`config.mk`:
```
export PLATFORM = sky130hd
export DESIGN_NAME = arbitro2
export DESIGN_NICKNAME = d
export VERILOG_FILES = /design/src/rtl/arbitro2_pkg.sv /design/src/rtl/arbitro2_rr.sv /design/src/rtl/arbitro2.sv
export SDC_FILE = /design/constraint.sdc
export NUM_CORES = 1
export LEC_CHECK = 0
export ABC_AREA = 1
export BUFFER_PORTS_ARGS = -buffer_cell sky130_fd_sc_hd__buf_2
export CAP_MARGIN = 30
export CORE_MARGIN = 2
export CORE_UTILIZATION = 30
export DETAILED_ROUTE_END_ITERATION = 10
export PLACE_DENSITY = 0.54
export SYNTH_ARGS = -nofsm -noshare
export SYNTH_HDL_FRONTEND = slang
export SYNTH_SLANG_ARGS = --single-unit
```
`constraint.sdc`:
```
create_clock -name clk -period 5.77 [get_ports clk]
set_clock_uncertainty 0.05 [all_clocks]
set_input_delay 0.577 -clock clk [delete_from_list [all_inputs] [get_ports clk]]
set_output_delay 0.577 -clock clk [all_outputs]
set_load 0.05 [all_outputs]
```
`src/rtl/arbitro2_pkg.sv`:
```
// -----------------------------------------------------------------------------
// arbitro2_pkg
// Shared definitions for the arbitro2 four-source round-robin FIFO merger:
// default data width, number of sources, FSM state encoding and a one-hot to
// index helper used by both the top level and the bench.
// Optional feature macro used elsewhere: ARBITRO2_CONTADORES_EN.
// -----------------------------------------------------------------------------
package arbitro2_pkg;

  localparam int WORD_SIZE_DEF = 12;
  localparam int NUM_FIFOS_DEF = 4;

  typedef enum logic [1:0] {
    ST_RESET  = 2'd0,
    ST_IDLE   = 2'd1,
    ST_ACTIVE = 2'd2,
    ST_PAUSE  = 2'd3
  } state_e;

  // Index of the set bit in a one-hot (or zero) 4-bit vector; zero maps to 0.
  function automatic logic [1:0] onehot_idx(input logic [3:0] oh);
    logic [1:0] idx;
    idx = 2'd0;
    case (oh)
      4'b0010: idx = 2'd1;
      4'b0100: idx = 2'd2;
      4'b1000: idx = 2'd3;
      default: idx = 2'd0;
    endcase
    return idx;
  endfunction

endpackage

```
`src/rtl/arbitro2_rr.sv`:
```
// -----------------------------------------------------------------------------
// arbitro2_rr
// Purely combinational round-robin grant: the search begins at the source
// after last_grant (mod 4) and the first non-empty source wins.
// Ports:
//   fifos_empty [3:0] in  : bit i high = source i empty
//   last_grant  [1:0] in  : index of the most recently popped source
//   enable            in  : when low no grant is produced
//   grant       [3:0] out : one-hot grant, or zero
// -----------------------------------------------------------------------------
module arbitro2_rr
  import arbitro2_pkg::*;
(
  input  logic [3:0] fifos_empty,
  input  logic [1:0] last_grant,
  input  logic       enable,
  output logic [3:0] grant
);

  logic [1:0] cand_idx;
  logic       found;

  // Priority scan over offsets 1..4; offset 4 wraps to last_grant itself.
  always_comb begin
    grant    = 4'b0000;
    found    = 1'b0;
    cand_idx = 2'd0;
    for (int k = 1; k <= 4; k++) begin
      cand_idx = last_grant + 2'(k);
      if (enable && !found && !fifos_empty[cand_idx]) begin
        grant[cand_idx] = 1'b1;
        found           = 1'b1;
      end else begin
        found = found;
      end
    end
  end

endmodule

```
`src/rtl/arbitro2.sv`:
```
// -----------------------------------------------------------------------------
// arbitro2
// Merges four show-ahead source FIFOs into one sink stream, one word per
// cycle, using round-robin selection and honouring sink back-pressure.
// Ports:
//   clk, reset (sync, active high)
//   fifo_data_in0..3 [WORD_SIZE-1:0] in  : head words of the sources
//   fifos_empty      [3:0]           in  : bit i high = source i empty
//   almost_full_out                  in  : sink back-pressure, stops popping
//   fifos_pop        [3:0]           out : combinational one-hot pop
//   fifo_data_out    [WORD_SIZE-1:0] out : registered forwarded word
//   valid_out                        out : fifo_data_out is new this cycle
//   idle                             out : all sources empty, nothing popping
//   contador0..3     [4:0]           out : per-source pop counters (only when
//                                          ARBITRO2_CONTADORES_EN is defined)
// -----------------------------------------------------------------------------
module arbitro2
  import arbitro2_pkg::*;
#(
  parameter int WORD_SIZE = WORD_SIZE_DEF,
  parameter int NUM_FIFOS = NUM_FIFOS_DEF
) (
  input  logic                 clk,
  input  logic                 reset,
  input  logic [WORD_SIZE-1:0] fifo_data_in0,
  input  logic [WORD_SIZE-1:0] fifo_data_in1,
  input  logic [WORD_SIZE-1:0] fifo_data_in2,
  input  logic [WORD_SIZE-1:0] fifo_data_in3,
  input  logic [NUM_FIFOS-1:0] fifos_empty,
  input  logic                 almost_full_out,
  output logic [NUM_FIFOS-1:0] fifos_pop,
  output logic [WORD_SIZE-1:0] fifo_data_out,
  output logic                 valid_out,
  output logic                 idle
`ifdef ARBITRO2_CONTADORES_EN
  ,
  output logic [4:0]           contador0,
  output logic [4:0]           contador1,
  output logic [4:0]           contador2,
  output logic [4:0]           contador3
`endif
);

  state_e               state_q, state_d;
  logic [1:0]           last_grant_q, last_grant_d;
  logic [WORD_SIZE-1:0] data_q, data_d;
  logic                 valid_q, valid_d;
  logic                 pop_en_s;
  logic                 any_ready_s;
  logic [3:0]           grant_s;
  logic [1:0]           sel_idx_s;
  logic [WORD_SIZE-1:0] sel_data_s;

  assign any_ready_s = (fifos_empty != 4'b1111);

  // Popping is gated by reset as well so nothing leaves a source while the
  // state register has not yet fallen back to RESET.
  assign pop_en_s = (state_q == ST_ACTIVE) && !almost_full_out && !reset;

  arbitro2_rr u_rr (
    .fifos_empty (fifos_empty),
    .last_grant  (last_grant_q),
    .enable      (pop_en_s),
    .grant       (grant_s)
  );

  assign fifos_pop = grant_s;
  assign sel_idx_s = onehot_idx(grant_s);

  // Data mux for the granted source.
  always_comb begin
    sel_data_s = fifo_data_in0;
    case (sel_idx_s)
      2'd0:    sel_data_s = fifo_data_in0;
      2'd1:    sel_data_s = fifo_data_in1;
      2'd2:    sel_data_s = fifo_data_in2;
      2'd3:    sel_data_s = fifo_data_in3;
      default: sel_data_s = fifo_data_in0;
    endcase
  end

  // Next-state, grant history and output word computation.
  always_comb begin
    state_d      = state_q;
    last_grant_d = last_grant_q;
    data_d       = data_q;
    valid_d      = 1'b0;

    if (grant_s != 4'b0000) begin
      last_grant_d = sel_idx_s;
      data_d       = sel_data_s;
      valid_d      = 1'b1;
    end else begin
      valid_d = 1'b0;
    end

    case (state_q)
      ST_RESET: state_d = ST_IDLE;
      ST_IDLE: begin
        if (any_ready_s && !almost_full_out) begin
          state_d = ST_ACTIVE;
        end else begin
          state_d = ST_IDLE;
        end
      end
      ST_ACTIVE: begin
        if (almost_full_out) begin
          state_d = ST_PAUSE;
        end else if (!any_ready_s) begin
          state_d = ST_IDLE;
        end else begin
          state_d = ST_ACTIVE;
        end
      end
      ST_PAUSE: begin
        if (almost_full_out) begin
          state_d = ST_PAUSE;
        end else if (any_ready_s) begin
          state_d = ST_ACTIVE;
        end else begin
          state_d = ST_IDLE;
        end
      end
      default: state_d = ST_IDLE;
    endcase
  end

  // State and output registers; last_grant resets to 3 so source 0 goes first.
  always_ff @(posedge clk) begin
    if (reset) begin
      state_q      <= ST_RESET;
      last_grant_q <= 2'd3;
      data_q       <= '0;
      valid_q      <= 1'b0;
    end else begin
      state_q      <= state_d;
      last_grant_q <= last_grant_d;
      data_q       <= data_d;
      valid_q      <= valid_d;
    end
  end

  assign fifo_data_out = data_q;
  assign valid_out     = valid_q;
  assign idle          = reset || (state_q == ST_RESET) ||
                         ((fifos_empty == 4'b1111) && (fifos_pop == 4'b0000));

`ifdef ARBITRO2_CONTADORES_EN
  logic [4:0] cnt0_q, cnt1_q, cnt2_q, cnt3_q;
  logic [4:0] cnt0_d, cnt1_d, cnt2_d, cnt3_d;

  // Per-source pop counters; 5-bit arithmetic wraps 31 -> 0 naturally.
  always_comb begin
    cnt0_d = cnt0_q + (grant_s[0] ? 5'd1 : 5'd0);
    cnt1_d = cnt1_q + (grant_s[1] ? 5'd1 : 5'd0);
    cnt2_d = cnt2_q + (grant_s[2] ? 5'd1 : 5'd0);
    cnt3_d = cnt3_q + (grant_s[3] ? 5'd1 : 5'd0);
  end

  // Counter registers, cleared by reset.
  always_ff @(posedge clk) begin
    if (reset) begin
      cnt0_q <= 5'd0;
      cnt1_q <= 5'd0;
      cnt2_q <= 5'd0;
      cnt3_q <= 5'd0;
    end else begin
      cnt0_q <= cnt0_d;
      cnt1_q <= cnt1_d;
      cnt2_q <= cnt2_d;
      cnt3_q <= cnt3_d;
    end
  end

  assign contador0 = cnt0_q;
  assign contador1 = cnt1_q;
  assign contador2 = cnt2_q;
  assign contador3 = cnt3_q;
`endif

endmodule

```
==> out/results.ini, run 1 <==
[flow_run]
drv_cap=0

[critical_path]
crit_family=simple AND/OR/NAND/NOR gates
crit_top_cell=nand3_1
r2r_start=last_grant_q[0]
cpPeakStageDelay_ps=510
worst-path-max-fanout=9
cp-endpoint=fifos_pop[2]
worstSetupPathType=reg2out
endpoint_kind=output pin
r2r-end=fifo_data_out[4]
rrSetupSlack_ps=2850
cp.buffers_inverters=3
cp_cell_sequence=inv_2 > ha_1 > inv_1 > nand3_1 > nand2_2 > nor2_1 > nand3_1 > nand3_2 > buf_2
crit_path_start_kind=register
crit_start=last_grant_q[0]
cp_slowest_cell=dfxtp_1
required_ps=5140
r2r_cells=15
cp_num_cells=9
worstPathArrival_ps=2460

[global_route]
antenna_found_initial=0
grt_max_degree=28
grt_pass1_vias=1546
grt_pass1_wl_mm=7.04
grtUsageTotal_pct=14.2
globalRouteOverflowTotal=0

[yosys]
syn_area_per_cell_um2=6.32
syn_area_um2=1640
ys_ff_latch=17
synth_edf_count=0
ys_top_cells_by_count=79 x nand2_1, 38 x nand3_1, 35 x nor2_1, 22 x inv_1, 17 x dfxtp_1
seq_area_frac_synth_pct=20.8
netlist.area_leader.share_pct=20.8
async_reset_ff_share_pct=0
synth_area_leaders=dfxtp_1 21%, nand2_1 18%, nand3_1 12%
syn_inst=259
yosysMostFrequentCell=nand2_1
ys.flop_type=dfxtp_1
synth.largest_area_cell=dfxtp_1
syn-num-nets=322
yosysUniqueCellTypes=25
yosysWarningCount=0

[die]
fp.dieH_um=77.9
coreArea_um2=5170
ios=73
die-area_um2=6060
initial_core_util_pct=31.6
fp-row-count=26
fp.dieW_um=77.9

[power_and_ir_drop]
power.total_uw=284
power.density_nw_per_um2=138
p_sw_uw=87.9
leakagePower_nw=1.21
p_clk_share_pct=31.1
switching_share_pct=30.9
combPwrFrac_pct=25.2
p_int_uw=197
vdd_drop_max_mv=0.0613
p_seq_share_pct=43.8

[placement]
gp_congestion=0.857
hpwl_mm=3.53
io_buffer_count=72
post_dp_cell_area_um2=2020

[hold_path]
hold-path-cell-count=2
hp-class=reg2reg

[sta]
hold_viol_final=0
setup_tns_ps=0
maxSlewHeadroom_pct=76.1
maxSlewViolCount=0
finalCritPeriodShare_pct=53.5
setup_viol_count_final=0
rsz0062_at_grt=false
max_freq_mhz=324
worst_slew_pin_slew_ps=357
fin_crit_ps=3090

[cts]
clk_latency_ps=250
clock_sinks=17
cts_buffer_depth=2
clk_pin_slew_ps=70
cts-htree-levels=1
postCtsResizedCells=0
cts_hold_buf=0
cts-root-buf=clkbuf_8
cts_tree=built
numCtsBuffers=3
post_cts_buffers=0

[final_layout]
layout-drive-gt1-share_pct=32.3
n_antenna_cell=0
fin_nets=389
area_delta_synth_final_pct=26.1
num-fill-cells=567
design_area_um2=2060
post-route-util_pct=39.9

[outcome]
outcome=finished clean

[detailed_routing]
avgRoutedWirePerCell_um=10.8
ant_nets=0
vias_per_cell=4.48
post-route-drc-count=0
firstDrtPassIters=4
via_count=1769
drtIter0Drc=115
routed_wl_mm=4.29

state kept, by name (all words and copies together) (netlist names):
register       flops
fifo_data_out     12
last_grant_q       2
state_q            2
valid_out          1
routing by layer:
| metal | part of all wire (%) | vias to the layer above | GRT usage, % |
|---|---|---|---|
| met1 | 49 | 735 | 20.7 |
| met2 | 44 | 64 | 22.2 |
| met3 | 6.0 | 2 | 1.74 |
| li1 | - | 968 | - |
| met4 | 0.33 | 0 | 3.21 |
| met5 | 0 | - | 0 |
worst reg2reg max path, cell delays in order (launching register included):
cell and delay [ps]:
dfxtp_1 510, inv_2 160, ha_1 350, inv_1 60, nand3_1 90, nand2_2 100
nor2_1 290, nand3_1 180, clkinv_1 70, nor2_1 60, nor2_4 280, nand2_2 250
nand4_1 160, nand2_1 70, nand2_1 80, nand2_1 60
power groups by stage:
stage	combinational, mW	sequential (mW)	clock (mW)
2_1_floorplan	0.0354	0.135	0
3_3_place_gp	0.0726	0.127	0
3_5_place_dp	0.0719	0.127	0
4_1_cts	0.0721	0.125	0.0903
5_1_grt	0.0800	0.125	0.0954
6_report	0.0716	0.124	0.0884
layout make-up:
cell class / count / area [um^2] / share of cell area (%)
Clock buffer: 3 / 41.3 / 2.00
Clock inverter: 1 / 5.00 / 0.242
Inverter: 27 / 101 / 4.91
Multi-Input combinational cell: 205 / 1130 / 54.7
Sequential cell: 17 / 340 / 16.5
Tap cell: 70 / 87.6 / 4.24
Timing Repair Buffer: 72 / 360 / 17.5
cell families after synthesis:
family / share of synthesized area [%]
and+or+nand+nor: 58.0
buffers and inverters: 10.2
DFF: 20.8
AOI/OAI and AO/OA: 4.82
adders and majority gates: 6.12
cells in the final DEF, fill, tap and decap left out, types with 4 or more instances in the layout:
cell type and count:
nand2_1 79, buf_2 72, nand3_1 38, nor2_1 35, inv_1 22, dfxtp_1 17, nand4_1 15, nor2_4 8
ha_1 8, nand2_2 5, nand3_2 5, inv_2 4
metrics by stage:
step | instances | setup WS, ps | hold slack (ps)
final | 395 | 2680 | 398
after global routing | 395 | 2460 | 425
after CTS | 395 | 2680 | 401
after detailed placement | 391 | 2850 | 389
after global placement | 391 | 2870 | 393
after floorplan | 259 | 3170 | 463
worst min-delay path by stage:
stage	end	slack (ps)	start
after floorplan	state_q[1]	460	state_q[1]
after global placement	fifo_data_out[1]	390	fifo_data_out[1]
after detailed placement	fifo_data_out[0]	390	fifo_data_out[0]
after CTS	fifo_data_out[8]	400	fifo_data_out[8]
after global routing	fifo_data_out[8]	420	fifo_data_out[8]
final	fifo_data_out[0]	400	fifo_data_out[0]
(Power assumes the default switching activity.)
==> run 2, diff against run 1 <==
- clock period: 5.77 -> 3.1 ns (I/O delays scaled with it)
==> run 2 against run 1 <==
Routed wire length rose by 5.9%. Sequential share of layout area is 0.24 points lower. Design area up 1.5%. Die area unchanged.
==> out/results.ini, run 2 (synthesis results as in run 1) <==
[sta]
hold_viol_final=0  ; unchanged
maxSlewViolCount=0  ; unchanged
rsz0062_at_grt=false
max_freq_mhz=360
setup_tns_ps=0  ; unchanged
finalCritPeriodShare_pct=89.5
setup_viol_count_final=0  ; unchanged
worst_slew_pin_slew_ps=331  ; -26.5 ps
fin_crit_ps=2780
maxSlewHeadroom_pct=77.9  ; +1.8 points

[final_layout]
area_delta_synth_final_pct=28.0
layout_commonest_cell=nand2_1
layout-drive-gt1-share_pct=33.1  ; +0.82 points
n_antenna_cell=0  ; unchanged
largest_reg_flops=12  ; unchanged
seq_area_um2=340  ; unchanged
design_area_um2=2090  ; +1.5%
layout_common_cells=79 x nand2_1, 72 x buf_2, 38 x nand3_1
multi_input_area_um2=1130  ; unchanged
num-fill-cells=569  ; +0.35%
fin_nets=393  ; +1.0%

[detailed_routing]
post-route-drc-count=0  ; unchanged
routed_wl_mm=4.54  ; +5.9%
via_count=1797  ; +1.6%
vias_per_cell=4.50  ; +0.56%
firstDrtPassIters=4  ; unchanged
ant_nets=0  ; unchanged
drtIter0Drc=68  ; -41%
avgRoutedWirePerCell_um=11.4  ; +4.9%

[cts]
clk_latency_ps=250  ; about the same
cts_tree=built
cts-root-buf=clkbuf_8
clk_pin_slew_ps=70  ; about the same
cts-htree-levels=1  ; unchanged
postCtsResizedCells=0  ; unchanged
numCtsBuffers=3  ; unchanged
cts_buffer_depth=2  ; unchanged
post_cts_buffers=0  ; unchanged
cts_hold_buf=0  ; unchanged
clock_sinks=17  ; unchanged

[power_and_ir_drop]
vdd_drop_max_mv=0.132  ; +120%
leakagePower_nw=1.23  ; +1.7%
power.density_nw_per_um2=256  ; +86%

[die]
fp.dieH_um=77.9  ; unchanged
fp-row-count=26  ; unchanged
coreArea_um2=5170  ; unchanged
ios=73  ; unchanged
die-area_um2=6060  ; unchanged
initial_core_util_pct=31.6  ; unchanged
fp.dieW_um=77.9  ; unchanged

[outcome]
outcome=finished clean

[flow_run]
drv_cap=0  ; unchanged

[global_route]
globalRouteOverflowTotal=0  ; unchanged
grt_pass1_vias=1714  ; +11%
grt_pass1_wl_mm=7.64  ; +8.4%
grtUsageTotal_pct=15.3  ; +1.1 points
grt_max_degree=26  ; -7.1%
antenna_found_initial=0  ; unchanged

[critical_path]
worstPathArrival_ps=2420  ; -40 ps
cp_cell_sequence=inv_2 > ha_1 > inv_1 > nand3_1 > nand2_2 > nor2_1 > nand3_1 > nand3_2 > buf_2
endpoint_kind=output pin
cp_slowest_cell=dfxtp_1
crit_path_start_kind=register
worst-path-max-fanout=9  ; unchanged
cpPeakStageDelay_ps=520  ; about the same
required_ps=2740  ; -2400 ps
crit_top_cell=nand3_1
worstSetupPathType=reg2out

[placement]
post_dp_cell_area_um2=2050  ; +1.5%
io_buffer_count=72  ; unchanged
gp_congestion=0.847  ; -1.2%
hpwl_mm=3.65  ; +3.2%

[hold_path]
hp-class=in2reg

-- run 2: cell type report --
type | instances | area share (%)
Inverter | 27 | 4.84
Sequential cell | 17 | 16.2
Clock inverter | 1 | 0.239
Clock buffer | 3 | 1.97
Timing Repair Buffer | 76 | 18.6
Tap cell | 70 | 4.18
Multi-Input combinational cell | 205 | 53.9
-- run 2: worst max-delay path: cells and delay by family (launching register included) --
family,cells,cell delay [ps]
adder cells (fa/ha/maj),1,340
buffers and inverters,3,500
flip-flops,1,520
AND/OR/NAND/NOR,5,790
-- run 2: worst paths after layout --
path                                        from          endpoint  slack, ps  cells after the start
worst max register to register   last_grant_q[0]  fifo_data_out[0]        350                     16
worst max-delay path             last_grant_q[0]      fifos_pop[2]        320                      9
worst min register to register  fifo_data_out[6]  fifo_data_out[6]        400                      2
worst min-delay path                       reset        state_q[0]        260                      2
-- run 2: stage by stage --
stage	setup WS, ps	hold WS, ps	std cells	utilization (%)	total power, mW
floorplan	503	329	259	-	0.318
global placement	388	392	395	39.6	0.373
detailed placement	387	389	395	39.6	0.372
CTS	343	257	399	40.5	0.542
global route	71.7	266	399	40.5	0.570
finish	325	257	399	40.5	0.536
-- run 2: per-layer routing --
metal,global-route usage [%],wire length (um),vias to the layer above
li1,-,-,976
met1,21.7,2310,761
met2,23.5,1930,58
met3,2.67,266,2
met4,4.29,32,0
met5,0,0,-
-- run 2: report_power, final --
part	internal (mW)	switching, mW	leakage, nW
registers	0.226	0.00548	0.138
logic	0.0514	0.0838	1.06
clock network	0.0892	0.0797	0.0255
total	0.367	0.169	1.23
